==> src/rtl/rect_analyzer.sv <==
// rect_analyzer: slices a rectangular sample stream with hysteresis and
// measures period, high time, duty cycle and amplitude in clk cycles / percent.
module rect_analyzer #(
   parameter int          CNT_W   = 27,
   parameter logic [15:0] THR_HI  = 16'd328,
   parameter logic [15:0] THR_LO  = 16'd164,
   parameter int unsigned TIMEOUT = 2**27-1
) (
   input  logic             clk,
   input  logic             rst_n,
   input  logic             en,
   input  logic [15:0]      sample_in,
   output logic [CNT_W-1:0] period_cycles,
   output logic [CNT_W-1:0] high_cycles,
   output logic [7:0]       duty_pct,
   output logic [7:0]       amplitude_pct,
   output logic             meas_valid,
   output logic             locked,
   output logic             no_signal,
   output logic             overrun
);

   localparam int DW   = CNT_W + 7;
   localparam int IT_W = $clog2(DW + 1);
   localparam logic [IT_W-1:0]  IT_END  = IT_W'(DW);
   localparam logic [IT_W-1:0]  IT_AMP  = IT_W'(16);
   localparam logic [CNT_W-1:0] TO_LIM  = CNT_W'(TIMEOUT);
   localparam logic [CNT_W-1:0] CNT_MAX = '1;
   localparam logic [9:0]       AMP_DIV = 10'd655;

   typedef enum logic [1:0] {IDLE, SYNC, MEAS} state_t;
   state_t state;

   logic             lvl, lvl_nxt, rise;
   logic [CNT_W-1:0] period_cnt, high_cnt;
   logic [15:0]      peak;

   logic             busy, done;
   logic [IT_W-1:0]  it;
   logic [CNT_W-1:0] d_div, d_rem, r_high;
   logic [DW-1:0]    d_q, dvd;
   logic [9:0]       a_rem;
   logic [15:0]      a_q;

   logic [CNT_W:0]   d_sh;
   logic [CNT_W-1:0] d_sub;
   logic             d_ge;
   logic [10:0]      a_sh;
   logic [9:0]       a_sub;
   logic             a_ge;
   logic [7:0]       duty_res, amp_res;

   always_comb begin
      lvl_nxt = lvl;
      if (sample_in >= THR_HI)
         lvl_nxt = 1'b1;
      else if (sample_in <= THR_LO)
         lvl_nxt = 1'b0;
   end

   assign rise = !lvl && (sample_in >= THR_HI);
   assign done = busy && (it == IT_END);

   // rounded duty: (high*100 + period/2) / period
   assign dvd = DW'(high_cnt) * DW'(100) + DW'(period_cnt >> 1);

   assign d_sh  = {d_rem, d_q[DW-1]};
   assign d_ge  = d_sh >= {1'b0, d_div};
   assign d_sub = d_sh[CNT_W-1:0] - d_div;
   assign a_sh  = {a_rem, a_q[15]};
   assign a_ge  = a_sh >= {1'b0, AMP_DIV};
   assign a_sub = a_sh[9:0] - AMP_DIV;

   assign duty_res = (d_q > DW'(100)) ? 8'd100 : d_q[7:0];
   assign amp_res  = (a_q > 16'd100) ? 8'd100 : a_q[7:0];

   always_ff @(posedge clk or negedge rst_n) begin
      if (!rst_n) begin
         state         <= IDLE;
         lvl           <= 1'b0;
         period_cnt    <= '0;
         high_cnt      <= '0;
         peak          <= '0;
         busy          <= 1'b0;
         it            <= '0;
         d_div         <= '0;
         d_rem         <= '0;
         d_q           <= '0;
         r_high        <= '0;
         a_rem         <= '0;
         a_q           <= '0;
         period_cycles <= '0;
         high_cycles   <= '0;
         duty_pct      <= '0;
         amplitude_pct <= '0;
         meas_valid    <= 1'b0;
         locked        <= 1'b0;
         no_signal     <= 1'b0;
         overrun       <= 1'b0;
      end else begin
         lvl        <= lvl_nxt;
         meas_valid <= 1'b0;
         if (busy && en) begin
            if (!done) begin
               it    <= it + 1'b1;
               d_rem <= d_ge ? d_sub : d_sh[CNT_W-1:0];
               d_q   <= {d_q[DW-2:0], d_ge};
               if (it < IT_AMP) begin
                  a_rem <= a_ge ? a_sub : a_sh[9:0];
                  a_q   <= {a_q[14:0], a_ge};
               end
            end else begin
               busy          <= 1'b0;
               period_cycles <= d_div;
               high_cycles   <= r_high;
               duty_pct      <= duty_res;
               amplitude_pct <= amp_res;
               meas_valid    <= 1'b1;
               locked        <= 1'b1;
               no_signal     <= 1'b0;
            end
         end
         if (!en) begin
            state      <= IDLE;
            busy       <= 1'b0;
            period_cnt <= '0;
            high_cnt   <= '0;
            peak       <= '0;
            overrun    <= 1'b0;
            locked     <= 1'b0;
         end else begin
            unique case (state)
               IDLE: state <= SYNC;
               SYNC: begin
                  if (rise) begin
                     period_cnt <= CNT_W'(1);
                     high_cnt   <= CNT_W'(1);
                     peak       <= sample_in;
                     state      <= MEAS;
                  end
               end
               MEAS: begin
                  if (rise) begin
                     // a result still in flight keeps the divider
                     if (!busy || done) begin
                        busy   <= 1'b1;
                        it     <= '0;
                        d_div  <= period_cnt;
                        d_rem  <= '0;
                        d_q    <= dvd;
                        r_high <= high_cnt;
                        a_rem  <= '0;
                        a_q    <= peak;
                     end else begin
                        overrun <= 1'b1;
                     end
                     period_cnt <= CNT_W'(1);
                     high_cnt   <= CNT_W'(1);
                     peak       <= sample_in;
                  end else if (period_cnt >= TO_LIM ||
                               period_cnt == CNT_MAX) begin
                     no_signal <= 1'b1;
                     locked    <= 1'b0;
                     state     <= SYNC;
                  end else begin
                     period_cnt <= period_cnt + 1'b1;
                     if (lvl_nxt)
                        high_cnt <= high_cnt + 1'b1;
                     if (sample_in > peak)
                        peak <= sample_in;
                  end
               end
               default: state <= IDLE;
            endcase
         end
      end
   end

endmodule
==> config.mk <==
export PLATFORM = sky130hd
export DESIGN_NAME = rect_analyzer
export DESIGN_NICKNAME = d
export VERILOG_FILES = /design/src/rtl/rect_analyzer.sv
export SDC_FILE = /design/constraint.sdc
export NUM_CORES = 1
export LEC_CHECK = 0
export ABC_CLOCK_PERIOD_IN_PS = 6700
export CAP_MARGIN = 10
export CORE_MARGIN = 8
export CORE_UTILIZATION = 45
export CTS_BUF_LIST = sky130_fd_sc_hd__clkbuf_8 sky130_fd_sc_hd__clkbuf_16
export DETAILED_ROUTE_END_ITERATION = 16
export HOLD_SLACK_MARGIN = 0.05
export SYNTH_ARGS = -nofsm -noshare
export SYNTH_HDL_FRONTEND = slang
export SYNTH_SLANG_ARGS = --single-unit
==> constraint.sdc <==
create_clock -name clk -period 6.7 [get_ports clk]
set_input_delay 2.01 -clock clk [delete_from_list [all_inputs] [get_ports clk]]
set_output_delay 2.01 -clock clk [all_outputs]
set_load 0.1 [all_outputs]
==> results_dict.tcl, run 1 <==
set metrics [dict create \
    yosys_warnings 0 \
    fin_total_pwr_mw 3.817 \
    num_vias 14630 \
    grt_pass1_vias 14600 \
    crit_chain "ha_1 > ha_1 > inv_1 > fa_1 > inv_1 > ha_1 > a21o_1 > or3_1 > nor2_1 > nor2_1 > xor2_1 > ha_1 > and3_1 > a31o_2 > a21oi_1 > a21oi_1 > and3_1 > a211oi_1 > o31ai_1 > a21o_1 > and3_1 > xnor2_1 > a21oi_1" \
    swShare_pct 22.03 \
    n_antenna_cell 0 \
    finalSetupViolCount 0 \
    setup_ws_ns 1.171 \
    slew_violations 0 \
    synth_top_area_share_pct 40.24 \
    cts_sinks 295 \
    crit_arrival_ns 5.93 \
    crit_buf_inv 2 \
    fill_cells 3868 \
    crit_type "reg -> reg" \
    worst_path_most_repeated_cell "ha_1" \
    place_hpwl_mm 33.12 \
    hold_path.startpoint "r_high[1]" \
    synth_top_area_cell "dfrtp_1" \
    path_max_fanout 6 \
    dr_wl_met3_mm 2.019 \
    wl_met1_mm 21.22 \
    ys_seq_elements 295 \
    vias_per_cell 5.401 \
    antenna_left 0 \
    power.switching_uw 840.9 \
    ios 93 \
    drive_gt1_share_pct 3.998 \
    p_per_area_nw_per_um2 182.0 \
    cp_slowest_cell "fa_1" \
    ys_types 61 \
    synth.net_count 2286 \
    synth_edf_count 0 \
    peakVddDrop_v 0.0001319 \
    status "finished clean" \
    syn_inst 2085 \
    fin_setup_tns_ns 0 \
    dieArea_um2 47490 \
    internal_power_mw 2.976 \
    cp_slowest_stage_delay_ns 0.49 \
    ys_seq_area_share_pct 40.24 \
    gp_congestion 0.8904 \
    whs_ns 0.4671 \
    post-place-ws_ns 1.081 \
    grt_pass1_wl_mm 76.20 \
    port_buffers 92 \
    critPathCaptureType "register" \
    grt_usage_pct 19.39 \
    htreeDepth 2 \
    die_h_um 217.9 \
    seqCellArea_um2 7382 \
    avgSynthCellArea_um2 8.799 \
    antenna_found_initial 0 \
    first_pass_iters 5 \
    r2r_slack_ns 1.17 \
    cts_root_buf "clkbuf_16" \
    insertion_delay_ns 0.54 \
    routed_wl_mm 45.47 \
    drc 0 \
    hold_buffers 0 \
    seqPwrFrac_pct 47.2 \
    rows 74 \
    period_minus_slack_ns 5.529 \
    maxCapViolations 0 \
    finalNetCount 2355 \
    fmax_ghz 0.1809 \
    maxSlewHeadroom_pct 28.60 \
    startpoint_type "register" \
    wire_per_inst_um 16.79 \
    syn_area_um2 18350 \
    postLayoutCellArea_um2 20980 \
    rsz0062_at_grt "false" \
    timing.rr.start "high_cnt[6]" \
    syn_to_final_growth_pct 14.36 \
    multi_input_area_um2 10030 \
    hold_path_class "reg -> reg" \
    post-cts-setup-buffers 0 \
    die_width_um 217.9 \
    tritoncts "yes" \
    worst_pin_slew_ns 1.056 \
    grt_max_degree 125 \
    overflow 0 \
    clock_skew_ns 0.01863 \
    drtIter0Drc 855 \
    coreArea_um2 40550 \
    hold_viol 0 \
    dr_wl_met2_mm 21.28 \
    place_area_um2 19850 \
    async_reset_ff_share_pct 100.0 \
    cts_max_path_buffers 3 \
    synthTopCellsByArea "dfrtp_1 (40%), ha_1 (11%), nand2_1 (7.5%)" \
    placedCellCount 2649 \
    p_clk_share_pct 49.4 \
    cts.repair.resized 0 \
    startpoint "high_cnt[6]" \
    combPwrFrac_pct 3.4 \
    cts_inserted_buffers 35 \
    period_share_pct 82.52 \
    instances_no_fill 2708 \
    path_clk_slew_ns 0.07 \
    p_leak_nw 10.50 \
    fin_util_pct 51.73 \
    highest_layer "met4" \
    synth_ff_type "dfrtp_1" \
    crit_family "adder cells" \
    start_util_pct 45.24 \
    cp.required_ns 7.10 \
]
[power by group through the flow]
stage	Sequential, mW	Clock, mW	Combinational, mW
2_1_floorplan	1.83	0	0.0612
3_3_place_gp	1.83	0	0.132
3_5_place_dp	1.83	0	0.134
4_1_cts	1.80	1.94	0.134
5_1_grt	1.80	2.01	0.151
6_report	1.80	1.88	0.131
[logic make-up after synthesis]
family / share of synthesized area [%]
multiplexers: 2.789
AO/OA/AOI/OAI: 15.22
AND/OR/NAND/NOR: 16.84
XOR/XNOR: 6.111
adder cells (fa/ha/maj): 13.39
flip-flops: 40.24
buffers and inverters: 5.415
[layout make-up]
class	count	share of cell area, %
sequential	295	35.19
clock inverter	17	0.7455
clock buffer	42	4.634
multi-input combinational	1531	47.81
tap	532	3.173
timing repair buffer	112	5.248
inverter	179	3.203
[registers in the layout, summed over array words and instances (netlist names), 2 cells and up]
name	cells
amplitude_pct	8
state	2
high_cycles	27
d_div	27
duty_pct	8
a_rem	10
period_cnt	27
d_rem	27
d_q	34
peak	16
high_cnt	27
r_high	27
it	6
a_q	16
period_cycles	27
[placed cells by master (no fill, tap or decap), types with 50 or more instances in the layout]
master           netlist  layout
o21ai_0              157     156
xor2_1                50      50
a21oi_1              117     116
inv_1                178     188
ha_1                 158     158
mux2i_1               50      50
nor2_1               145     145
clkdlybuf4s50_1        0      91
dfrtp_1              295     295
nand2_1              365     365
xnor2_1               78      78
[Yosys cell counts, types with 24 or more instances]
cell type and instances:
mux2i_1 50, a21o_1 48, nand4_1 32, nor2_1 145, o21ai_0 157, a31oi_1 28
xnor2_1 78, dfrtp_1 295, a21oi_1 117, fa_1 24, inv_1 178, clkbuf_1 67
nand2_1 365, xor2_1 50, and3_1 29, ha_1 158, nand3_1 49
[worst min-delay path, delay by kind of cell (launching register included)]
family | cells | cell delay, ns
flip-flops | 1 | 0.34
AND/OR/NAND/NOR | 2 | 0.10
[layer usage]
metal	global-route usage, %	up-vias
li1	-	7247
met1	26.18	7026
met2	31.99	281
met3	3.135	71
met4	5.240	0
met5	0	-
[path summary, 6_finish.rpt]
| kind | end | cells past startpoint |
|---|---|---|
| setup / recovery | d_q[29] | 23 |
| hold / removal | high_cycles[1] | 2 |
| setup reg to reg | d_q[29] | 23 |
| hold reg to reg | high_cycles[1] | 2 |
| max in group asynchronous | d_div[26] | 2 |
| min in group asynchronous | period_cycles[18] | 1 |
No activity file was read; power rests on OpenSTA's default activity.
==> run 2: changes to the inputs <==
Settings changed: ABC_CLOCK_PERIOD_IN_PS 6700 to 4800.
Clock period 6.7 ns to 4.8 ns, I/O delays scaled along.
==> results_dict.tcl, run 2 (same netlist as run 1, synthesis figures left out) <==
set metrics [dict create \
    status "finished, violations left" \
    violations "negative setup slack" \
    antenna_found_initial 0 \
    r2r_slack_ns -0.06 \
    drive_gt1_share_pct 11.25 \
    ios 93 \
    hold_path_class "reg -> reg" \
    die_width_um 217.9 \
    hold_path_depth 2 \
    cp_slowest_cell "fa_1" \
    drc 0 \
    grt_pass1_wl_mm 77.05 \
    first_pass_iters 5 \
    maxCapViolations 0 \
    path_clk_slew_ns 0.06 \
    period_minus_slack_ns 4.857 \
    p_per_area_nw_per_um2 235.7 \
    start_util_pct 45.24 \
    n_antenna_cell 0 \
    grtUsageMet3_pct 2.691 \
    regToRegEndpoint "d_q[31]" \
    crit_arrival_ns 5.32 \
    largest_register_ffs 34 \
    slew_violations 0 \
    tritoncts "yes" \
    setup_ws_ns -0.05677 \
    syn_to_final_growth_pct 21.12 \
    cp_slowest_stage_delay_ns 0.51 \
    crit_type "reg -> reg" \
    p_leak_nw 11.04 \
    crit_chain "ha_4 > ha_4 > inv_2 > fa_1 > inv_2 > ha_4 > o211ai_1 > o211ai_1 > buf_4 > o21ai_4 > xnor2_2 > ha_1 > and3_4 > o211ai_1 > o21bai_4 > a21oi_2 > and3_4 > a211oi_4 > o31ai_2 > a21o_1 > buf_4 > nand2_1 > xor2_1 > a21oi_1" \
    hold_buffers 0 \
    hold_viol 0 \
    routed_wl_mm 46.16 \
    cts_root_buf "clkbuf_16" \
    fin_total_pwr_mw 5.238 \
    antenna_left 0 \
    startpoint_type "register" \
    cts_inserted_buffers 35 \
    finalSetupViolCount 3 \
    min_to "high_cycles[14]" \
    htreeDepth 2 \
    cts_sinks 295 \
    gp_congestion 0.8406 \
    coreArea_um2 40550 \
    grt.met2_usage_pct 31.37 \
    cts_max_path_buffers 3 \
    drtIter0Drc 947 \
    cp.depth 24 \
    die_h_um 217.9 \
    grt_max_degree 106 \
    final_common_cell "nand2_1" \
    num_vias 15030 \
    dieArea_um2 47490 \
    port_buffers 92 \
    grt_pass1_vias 15110 \
    finalNetCount 2465 \
    maxSlewHeadroom_pct 24.15 \
    crit_family "adder cells" \
    worst_pin_slew_ns 1.109 \
    fin_setup_tns_ns -0.1418 \
    cp.required_ns 5.26 \
    path_max_fanout 5 \
    rsz0062_at_grt "true" \
    reg2reg_depth 24 \
    period_share_pct 101.2 \
    overflow 0 \
    grt_usage_pct 19.39 \
    met1_usage_pct 26.67 \
    layout_common_cells "nand2_1 (365), dfrtp_1 (291), inv_1 (179)" \
    fmax_ghz 0.2059 \
    timing.rr.start "high_cnt[4]" \
    hold_path.startpoint "r_high[14]" \
    critPathCaptureType "register" \
    regMostFlops "d_q" \
    insertion_delay_ns 0.53 \
    clock_skew_ns 0.01678 \
    fin_util_pct 54.79 \
    grt_busiest_layer "met2" \
    peakVddDrop_v 0.0002506 \
    crit_buf_inv 4 \
    place_hpwl_mm 33.73 \
    vias_per_cell 5.334 \
    wire_per_inst_um 16.38 \
    rows 74 \
]
==> run 2: cell types whose count changed in the layout (fill, tap and decap cells not counted), moves of 5 or more <==
cell	previous run	this run
a21oi_2	0	6
ha_1	158	144
inv_2	1	7
a21oi_1	116	106
ha_4	0	13
o21ai_0	156	148
inv_1	188	179
buf_6	0	6
o21ai_1	19	24
buf_4	18	118
==> run 2: area by class of cell <==
cell class / count / area (µm²)
Clock buffer: 40 / 944.7
Clock inverter: 18 / 142.6
Fill cell: 3692 / 18330
Inverter: 179 / 671.9
Multi-Input combinational cell: 1531 / 10410
Sequential cell: 295 / 7387
Tap cell: 532 / 665.6
Timing Repair Buffer: 222 / 1999
==> run 2: worst register-to-register path, cell delays in order, from the launching register on <==
cell and delay (ns):
dfrtp_2 0.45, ha_4 0.26, ha_4 0.26, inv_2 0.03
fa_1 0.51, inv_2 0.05, ha_4 0.27, o211ai_1 0.11
o211ai_1 0.28, buf_4 0.19, o21ai_4 0.06, xnor2_2 0.13
ha_1 0.32, and3_4 0.22, o211ai_1 0.09, o21bai_4 0.19
a21oi_2 0.17, and3_4 0.23, a211oi_4 0.05, o31ai_2 0.27
a21o_1 0.23, buf_4 0.13, nand2_1 0.05, xor2_1 0.14
a21oi_1 0.13
==> run 2: worst max path at each step <==
stage	from	to	slack (ns)
after floorplan	high_cnt[6]	d_q[29]	-0.03
after global routing	high_cnt[5]	d_q[33]	-0.31
after CTS	high_cnt[5]	d_q[29]	-0.04
final	high_cnt[4]	d_q[31]	-0.06
after global placement	high_cnt[2]	d_q[26]	-0.18
after detailed placement	high_cnt[5]	d_q[32]	-0.30
==> run 2: metal layers <==
| layer | wire length [µm] | vias up |
|---|---|---|
| li1 | - | 7488 |
| met1 | 22030 | 7159 |
| met2 | 21110 | 310 |
| met3 | 1829 | 70 |
| met4 | 1184 | 0 |
| met5 | 0 | - |
==> run 2: per-stage QoR <==
step | setup slack [ns] | hold WS (ns) | cell area [µm²] | cells
CTS | -0.03693 | 0.4762 | 21900 | 2807
floorplan | -0.02579 | 0.4386 | 18390 | 2085
detailed placement | -0.3013 | 0.4526 | 20580 | 2735
finish | -0.05677 | 0.4712 | 22220 | 2817
global placement | -0.1793 | 0.4602 | 20580 | 2735
global route | -0.3087 | 0.5010 | 22220 | 2817
==> run 2: power breakdown <==
part / total [mW] / internal, mW / switching, mW
combinational: 0.188 / 0.0669 / 0.121
clock: 2.54 / 1.51 / 1.03
sequential: 2.51 / 2.50 / 0.00987
total: 5.24 / 4.08 / 1.16
==> run 2: timing repair <==
item	4_1_cts	5_1_grt
gates resized for setup	30	46
setup buffers	14	12
pin swaps	29	62
endpoints found under the setup margin	10	15
==> run 3: changes to the inputs <==
Settings changed: CORE_UTILIZATION 45 to 41.
==> results_dict.tcl, run 3 (same netlist as run 1, synthesis figures left out) <==
set metrics [dict create \
    start_util_pct 41.49 \
    finalSetupViolCount 2 \
    cp_slowest_cell "fa_1" \
    grt_pass1_wl_mm 76.36 \
    tritoncts "yes" \
    layout_common_cells "nand2_1 (365), dfrtp_1 (295), inv_1 (183)" \
    met1_usage_pct 24.34 \
    grt_pass1_vias 15020 \
    cts_root_buf "clkbuf_16" \
    final_common_cell "nand2_1" \
    gp_congestion 0.8710 \
    rows 77 \
    antenna_found_initial 0 \
    clock_skew_ns 0.02042 \
    vias_per_cell 5.225 \
    regToRegEndpoint "d_q[29]" \
    cts_inserted_buffers 36 \
    coreArea_um2 44220 \
    p_per_area_nw_per_um2 247.1 \
    r2r_slack_ns -0.04 \
    hold_path_class "reg -> reg" \
    drtIter0Drc 885 \
    regMostFlops "d_q" \
    fmax_ghz 0.2068 \
    cts_max_path_buffers 3 \
    p_leak_nw 11.08 \
    finalNetCount 2456 \
    antenna_left 0 \
    wire_per_inst_um 16.01 \
    die_h_um 227.5 \
    whs_ns 0.4726 \
    period_share_pct 100.7 \
    period_minus_slack_ns 4.835 \
    path_clk_slew_ns 0.06 \
    htreeDepth 2 \
    timing.rr.start "high_cnt[5]" \
    hold_path_depth 2 \
    hold_buffers 0 \
    endpoint "d_q[29]" \
    die_width_um 227.5 \
    place_area_um2 20600 \
    largest_register_ffs 34 \
    worst_pin_slew_ns 1.106 \
    cts_sinks 295 \
    syn_to_final_growth_pct 21.16 \
    rsz0062_at_grt "true" \
    violations "negative setup slack" \
    slew_violations 0 \
    n_antenna_cell 0 \
    dieArea_um2 51770 \
    fill_cells 4108 \
    place_hpwl_mm 33.73 \
    path_max_fanout 5 \
    first_pass_iters 5 \
    critPathCaptureType "register" \
    ios 93 \
    port_buffers 92 \
    setup_ws_ns -0.03529 \
    grt_usage_pct 17.88 \
    cp_slowest_stage_delay_ns 0.51 \
    overflow 0 \
    crit_buf_inv 3 \
    instances_no_fill 2874 \
    grt_busiest_layer "met2" \
    maxSlewHeadroom_pct 25.20 \
    routed_wl_mm 46.01 \
    crit_type "reg -> reg" \
    grt.met2_usage_pct 28.60 \
    grtUsageMet3_pct 3.208 \
    drive_gt1_share_pct 10.39 \
    startpoint "high_cnt[5]" \
    startpoint_type "register" \
    placedCellCount 2793 \
    grt_max_degree 100 \
    crit_arrival_ns 5.26 \
    post-place-ws_ns -0.2733 \
    reg2reg_depth 23 \
    crit_family "adder cells" \
    drc 0 \
    hold_path.startpoint "r_high[5]" \
    cp.required_ns 5.22 \
    num_vias 15020 \
    postLayoutCellArea_um2 22230 \
    peakVddDrop_v 0.0001921 \
    insertion_delay_ns 0.56 \
    crit_chain "ha_1 > ha_1 > inv_2 > fa_1 > inv_2 > ha_4 > o211ai_1 > o211ai_1 > buf_4 > o21ai_4 > xnor2_2 > ha_4 > and3_4 > o211ai_1 > o21bai_4 > a21oi_4 > and3_4 > a211oi_4 > o31ai_2 > a21o_1 > and3_4 > xnor2_2 > a21oi_1" \
    status "finished, violations left" \
    maxCapViolations 0 \
    cp.depth 23 \
    hold_viol 0 \
]
==> run 3: area by class of cell <==
| type | instances | area, µm² | share of cell area (%) |
|---|---|---|---|
| repair buffers | 212 | 1868 | 8.404 |
| clock buffers | 45 | 1025 | 4.610 |
| well taps | 592 | 740.7 | 3.332 |
| flip-flops and latches | 295 | 7382 | 33.21 |
| clock inverters | 20 | 229.0 | 1.030 |
| inverters | 179 | 671.9 | 3.023 |
| multi-input cells | 1531 | 10310 | 46.39 |
==> run 3: worst min-delay path by stage <==
stage	to	slack (ns)
detailed placement	high_cycles[7]	0.45
finish	high_cycles[5]	0.47
global route	high_cycles[25]	0.50
global placement	high_cycles[10]	0.46
CTS	high_cycles[5]	0.48
floorplan	high_cycles[0]	0.44
==> run 3: per-layer routing <==
| layer | share of wire, % | up-vias |
|---|---|---|
| met5 | 0 | - |
| met4 | 2.8 | 0 |
| met3 | 4.7 | 78 |
| met2 | 45 | 277 |
| met1 | 47 | 7210 |
| li1 | - | 7451 |
==> run 3: stage by stage <==
step           util [%]    TNS (ns)  total power, mW
2_1_floorplan         -    -0.04725            2.641
3_3_place_gp      46.59     -0.7039            2.742
3_5_place_dp      46.59      -1.436            2.747
4_1_cts           49.81  -0.0002625            5.573
5_1_grt           50.27      -1.726            5.698
6_report          50.27    -0.04623            5.493
==> run 3: tightest hold or removal path: stages (launching register included) <==
cell and delay, ns:
dfrtp_1 0.33, nand2_1 0.05, nand2_1 0.05
==> run 3: repair_timing <==
| action | CTS | global route |
|---|---|---|
| setup buffers | 9 | 8 |
| pin swaps | 25 | 24 |
| endpoints found under the setup margin | 10 | 13 |
| gates resized for setup | 23 | 30 |
==> run 3: report_power, final <==
part | internal (mW) | switching (mW) | leakage [nW]
Clock | 1.69 | 1.11 | 0.649
Sequential | 2.50 | 0.0102 | 3.94
Combinational | 0.0635 | 0.121 | 6.49
Total | 4.26 | 1.24 | 11.1
==> variant 1, RTL diff (config.mk and constraints of run 2) <==
`CNT_W`: 27 -> 23.
--- a/src/rtl/rect_analyzer.sv
+++ b/src/rtl/rect_analyzer.sv
@@ -2,5 +2,5 @@
 // measures period, high time, duty cycle and amplitude in clk cycles / percent.
 module rect_analyzer #(
-   parameter int          CNT_W   = 27,
+   parameter int          CNT_W   = 23,
    parameter logic [15:0] THR_HI  = 16'd328,
    parameter logic [15:0] THR_LO  = 16'd164,
Interface: changed (resized high_cycles and period_cycles); port bits go from 93 to 85. The function was not compared with the original's and may differ.
==> variant 1 against run 2 <==
Worst setup slack better by 0.18 ns. Area after synthesis decreased by 9.0%. Final area shrank 12%. Sequential share of layout area increased by 0.36 points. Power is 8.7% lower. Hold slack worse by 0.0044 ns. Routed wire length is 7.6% lower. Sequential cell count decreased by 33. Critical endpoint is now d_q[27]. Largest cell class unchanged.
==> variant 1: results (changes against run 2) <==
metric,value,unit,change
TritonCTS Buffers,31,,was 35
largest net degree at the start of global routing,124,,was 106
"Seq/Total Area, Yosys",39.29,%,was 40.24%
Port Buffers,84,,was 92
Top delay family on crit path,compound AO/OA/AOI/OAI gates,,was adder cells
initial antenna violation count,0,,unchanged
Post-Syn Nets,2057,,"was 2,286"
Hold Path Class,reg2reg,,unchanged
DPL Wire Length,30.91,mm,was 33.73 mm
GR Util met1,26.27,%,was 26.67%
"top cells by count, synth","nand2_1, dfrtp_1, inv_1",,unchanged
vias per cell,5.447,,was 5.334
clock slew at reported path FFs,0.06,ns,about the same
Synth cell types,86,,was 61
status,finished clean,,"was finished, violations left"
Worst Skew,0.02334,ns,was 0.01678 ns
share of cells above drive strength 1,8.296,%,was 11.25%
Cells after DPL,2412,,"was 2,735"
Final Non-Filler Cells,2469,,"was 2,817"
detailed router's first-iteration violation count,797,,was 947
synth warn,0,,unchanged
antenna cells,0,,unchanged
Synth Area per Inst,8.886,µm²,was 8.799 µm²
latest clock arrival within the worst-skew pair,0.59,ns,was 0.53 ns
Routed WL per cell,17.28,µm,was 16.38 µm
clock root cell,clkbuf_16,,unchanged
met3 Use GR,2.589,%,was 2.691%
cells on worst reg2reg path,24,,unchanged
LEAKAGE,9.419,nW,was 11.04 nW
layout filler cell count,3499,,"was 3,692"
nets,2160,,"was 2,465"
Biggest register,d_q,,unchanged
max reg flops,30,,was 34
ys async rst share,100.0,%,unchanged
H-tree levels,1,,was 2
synth top area cells,"dfrtp_1, ha_1, nand2_1, o21ai_0, inv_1",,"was dfrtp_1, ha_1, nand2_1, o21ai_0, xnor2_1"
critical path arrival,5.15,ns,was 5.32 ns
critical path peak fanout,5,,unchanged
Clock Tree Buf Depth,3,,unchanged
Hold Path Depth,2,,unchanged
VDD IR max,294.8,µV,was 250.6 µV
met2 global-route usage,32.00,%,was 31.37%
CP peak stage delay,0.49,ns,was 0.51 ns
DR pass1 iterations,7,,was 5
vias in the first global route,13450,,"was 15,110"
total global routing track utilization,19.41,%,was 19.39%
Worst Max-Slew Pin Slew,1.107,ns,was 1.109 ns
slowest library cell on the worst path,fa_1,,unchanged
first-pass GRT wire length,70.77,mm,was 77.05 mm
routability cong.,0.8732,,was 0.8406
-- variant 1: cell count changes after synthesis, sizes merged, moves of 18 or more --
cell and change:
xnor2 -20, a21oi -28, a21o -18, o21ai -18, inv -22, nand2 -48, ha -18, xor2 -19
dfrtp -33
-- variant 1: cell type report --
class,instances,share of cell area (%)
clock buffer,39,4.539
clock inverter,14,0.7117
sequential,262,33.60
multi-input combinational,1389,48.32
inverter,157,3.020
tap,468,3.001
timing repair buffer,140,6.809
-- variant 1: per-layer routing --
metal  routed length (µm)  vias up
met1                20190     6465
met5                    0        -
met3                 1261       79
met4                 1356        0
met2                19850      182
li1                     -     6723
-- variant 1: cells by family after synthesis --
| kind of cell | Yosys count | share of synthesized area, % |
|---|---|---|
| simple gates | 651 | 17.97 |
| compound gates | 445 | 17.14 |
| flops | 262 | 39.29 |
| xor+xnor | 89 | 4.671 |
| mux | 44 | 2.639 |
| buf+inv | 227 | 5.398 |
| fa+ha+maj | 160 | 12.90 |
-- variant 1: per-stage QoR --
step           TNS [ns]  utilization (%)  instance area, µm²  hold slack, ns  worst slack [ns]
2_1_floorplan         0                -               16690          0.4386           0.09708
3_3_place_gp          0            49.97               18290          0.4534           0.03764
3_5_place_dp   -0.02950            49.97               18290          0.4548          -0.02950
4_1_cts               0            52.81               19330          0.4726           0.01238
5_1_grt         -0.6063            53.30               19520          0.4905           -0.1583
6_report              0            53.30               19520          0.4668            0.1260
-- variant 1: worst register-to-register path, cell delays in order, from the launching register on --
cell and delay, ns:
dfrtp_1 0.43, ha_4 0.27, ha_4 0.26, inv_2 0.03, fa_1 0.49, inv_2 0.05, ha_4 0.23, o211ai_1 0.26
a21oi_4 0.06, nor2_2 0.13, nor2_1 0.05, nor2_1 0.13, o21bai_1 0.09, a21oi_1 0.15, xnor2_1 0.10, ha_1 0.32
a211o_1 0.28, nor2_1 0.12, nand2_1 0.06, o211ai_1 0.11, a21oi_2 0.09, a211oi_4 0.32, nor4b_4 0.10, a31o_2 0.25
a31o_1 0.20
-- variant 1: path summary, 6_finish.rpt --
path                       slack, ns                to         from
max                             0.13           d_q[27]  high_cnt[4]
min                             0.47    high_cycles[8]    r_high[8]
max reg2reg                     0.13           d_q[27]  high_cnt[4]
min reg2reg                     0.47    high_cycles[8]    r_high[8]
max in group asynchronous       2.93           d_q[28]        rst_n
min in group asynchronous       0.82  period_cycles[4]        rst_n
-- variant 1: power by group --
group	switching, mW	internal [mW]
combinational	0.126	0.0695
sequential	0.0101	2.23
clock	0.951	1.40
total	1.09	3.70
-- variant 1: what timing repair did --
action,CTS,global route
hold endpoints to repair,0,0
pin swaps,2,26
setup endpoints to repair,2,10
gates resized for setup,2,30
setup buffers,0,4
==> variant 2, RTL diff (config.mk and constraints of run 2) <==
Made on the original files. Register the inputs `en` and `sample_in` before use, without a reset. The logic sees them one clock later.
--- a/src/rtl/rect_analyzer.sv
+++ b/src/rtl/rect_analyzer.sv
@@ -30,4 +30,13 @@
 
    typedef enum logic [1:0] {IDLE, SYNC, MEAS} state_t;
+
+   logic en_q;
+   logic [15:0] sample_q;
+
+   always_ff @(posedge clk) begin
+      en_q     <= en;
+      sample_q <= sample_in;
+   end
+
    state_t state;
 
@@ -53,11 +62,11 @@
    always_comb begin
       lvl_nxt = lvl;
-      if (sample_in >= THR_HI)
+      if (sample_q >= THR_HI)
          lvl_nxt = 1'b1;
-      else if (sample_in <= THR_LO)
+      else if (sample_q <= THR_LO)
          lvl_nxt = 1'b0;
    end
 
-   assign rise = !lvl && (sample_in >= THR_HI);
+   assign rise = !lvl && (sample_q >= THR_HI);
    assign done = busy && (it == IT_END);
 
@@ -101,5 +110,5 @@
          lvl        <= lvl_nxt;
          meas_valid <= 1'b0;
-         if (busy && en) begin
+         if (busy && en_q) begin
             if (!done) begin
                it    <= it + 1'b1;
@@ -121,5 +130,5 @@
             end
          end
-         if (!en) begin
+         if (!en_q) begin
             state      <= IDLE;
             busy       <= 1'b0;
@@ -136,5 +145,5 @@
                      period_cnt <= CNT_W'(1);
                      high_cnt   <= CNT_W'(1);
-                     peak       <= sample_in;
+                     peak       <= sample_q;
                      state      <= MEAS;
                   end
@@ -157,5 +166,5 @@
                      period_cnt <= CNT_W'(1);
                      high_cnt   <= CNT_W'(1);
-                     peak       <= sample_in;
+                     peak       <= sample_q;
                   end else if (period_cnt >= TO_LIM ||
                                period_cnt == CNT_MAX) begin
@@ -167,6 +176,6 @@
                      if (lvl_nxt)
                         high_cnt <= high_cnt + 1'b1;
-                     if (sample_in > peak)
-                        peak <= sample_in;
+                     if (sample_q > peak)
+                        peak <= sample_q;
                   end
                end
Function: not settled (the Yosys comparison gave no result); the edit may change what the design does.
==> variant 2 against run 2 <==
The run still ends with negative setup slack left. Routed wire length up 5.6%. Critical path depth increased by 1. Final cell count increased by 2.6%. Sequential cell count up 17. Non-clock buffer count decreased by 8. Worst setup slack worse by 0.20 ns. Area after synthesis is 4.2% higher. Final area grew 3.0%. Power up 11%. Clock power is 16% higher. Highest routed layer unchanged.
==> variant 2: results (changes against run 2) <==
metric,value,unit,change
status,"finished, violations left",,unchanged
failing checks,negative setup slack,,unchanged
Worst Max-Slew Pin Slew,1.143,ns,was 1.109 ns
post-synthesis compound-gate area fraction,16.68,%,was 15.22%
"top cells by count, synth","nand2_1, dfrtp_1, inv_1",,unchanged
comb_multi_in,1581,,"was 1,531"
multi-input combinational area share,46.64,%,was 46.85%
vias per cell,5.442,,was 5.334
DPL Wire Length,35.58,mm,was 33.73 mm
total global routing track utilization,19.49,%,was 19.39%
Row Count,75,,was 74
buffers outside the clock class,214,,was 222
total negative slack,-1.448,ns,was -0.1418 ns
synth top area cells,"dfrtp_1, ha_1, nand2_1, o21ai_0, inv_1",,"was dfrtp_1, ha_1, nand2_1, o21ai_0, xnor2_1"
first-pass GRT wire length,79.90,mm,was 77.05 mm
NonClk Buf Share,8.154,%,was 8.998%
wire length on met3,2.070,mm,was 1.829 mm
CP peak stage delay,0.49,ns,was 0.51 ns
Clock-cell share,5.602,%,was 4.893%
Top delay family on crit path,compound AO/OA/AOI/OAI gates,,was adder cells
DR pass1 iterations,5,,unchanged
TritonCTS Buffers,37,,was 35
share of cells above drive strength 1,11.01,%,was 11.25%
pre-CTS setup slack,-0.3619,ns,was -0.3013 ns
setup slack after layout,-0.2558,ns,was -0.05677 ns
"Seq/Total Area, Yosys",40.41,%,was 40.24%
Placement Cell Area,0.02129,mm²,was 0.02058 mm²
# clk buffers,46,,was 40
Synth cell types,76,,was 61
CTS Sinks,312,,was 295
Clock Tree Buf Depth,3,,unchanged
multiplexer share of the synthesized area,2.462,%,was 2.789%
WL met1,22.54,mm,was 22.03 mm
ys async rst share,94.55,%,was 100.0%
largest net degree at the start of global routing,90,,was 106
Post-Syn Nets,2359,,"was 2,286"
Synth Area per Inst,8.855,µm²,was 8.799 µm²
Routed met2 length,22.83,mm,was 21.11 mm
PwrDens,253.9,mW/mm²,was 235.7 mW/mm²
Detailed Route WL,48.73,mm,was 46.16 mm
Biggest register,d_q,,unchanged
nets,2525,,"was 2,465"
detailed router's first-iteration violation count,980,,was 947
critical path arrival,5.47,ns,was 5.32 ns
LEAKAGE,11.24,nW,was 11.04 nW
Final Non-Filler Cells,2891,,"was 2,817"
Worst Skew,0.01610,ns,was 0.01678 ns
Post-Synth Adder-Cell Area,12.86,%,was 13.39%
vias in the first global route,15450,,"was 15,110"
layout filler cell count,3771,,"was 3,692"
final setup fails,8,,was 3
latest clock arrival within the worst-skew pair,0.55,ns,was 0.53 ns
Hold Path Class,reg2reg,,unchanged
Cells after DPL,2809,,"was 2,735"
VDD IR max,188.6,µV,was 250.6 µV
routability cong.,0.8752,,was 0.8406
fraction of area in registers,33.74,%,was 33.24%
Synth Area in XOR/XNOR,4.813,%,was 6.111%
inverter count,178,,was 179
-- variant 2: final timing paths --
kind	from	end	slack [ns]	cells past startpoint
worst min-delay path	r_high[24]	high_cycles[24]	0.46	2
min in group asynchronous	rst_n	d_rem[3]	0.88	1
worst min register to register	r_high[24]	high_cycles[24]	0.46	2
worst max register to register	high_cnt[5]	d_q[33]	-0.26	25
max in group asynchronous	rst_n	period_cycles[11]	2.84	2
worst max-delay path	high_cnt[5]	d_q[33]	-0.26	25
-- variant 2: what timing repair did --
action,in CTS,in global routing
hold buffers,0,0
setup endpoints to repair,13,16
pin swaps,23,33
resized for setup,13,25
setup buffers,8,7
-- variant 2: power breakdown --
part / internal, mW / switching [mW]
clock network: 1.79 / 1.17
registers: 2.65 / 0.0217
logic: 0.0656 / 0.120
-- variant 2: routing by layer --
metal,vias up,global-route usage [%]
met4,0,5.880
met3,81,3.571
met2,295,32.53
met5,-,0
met1,7585,25.48
li1,7773,-
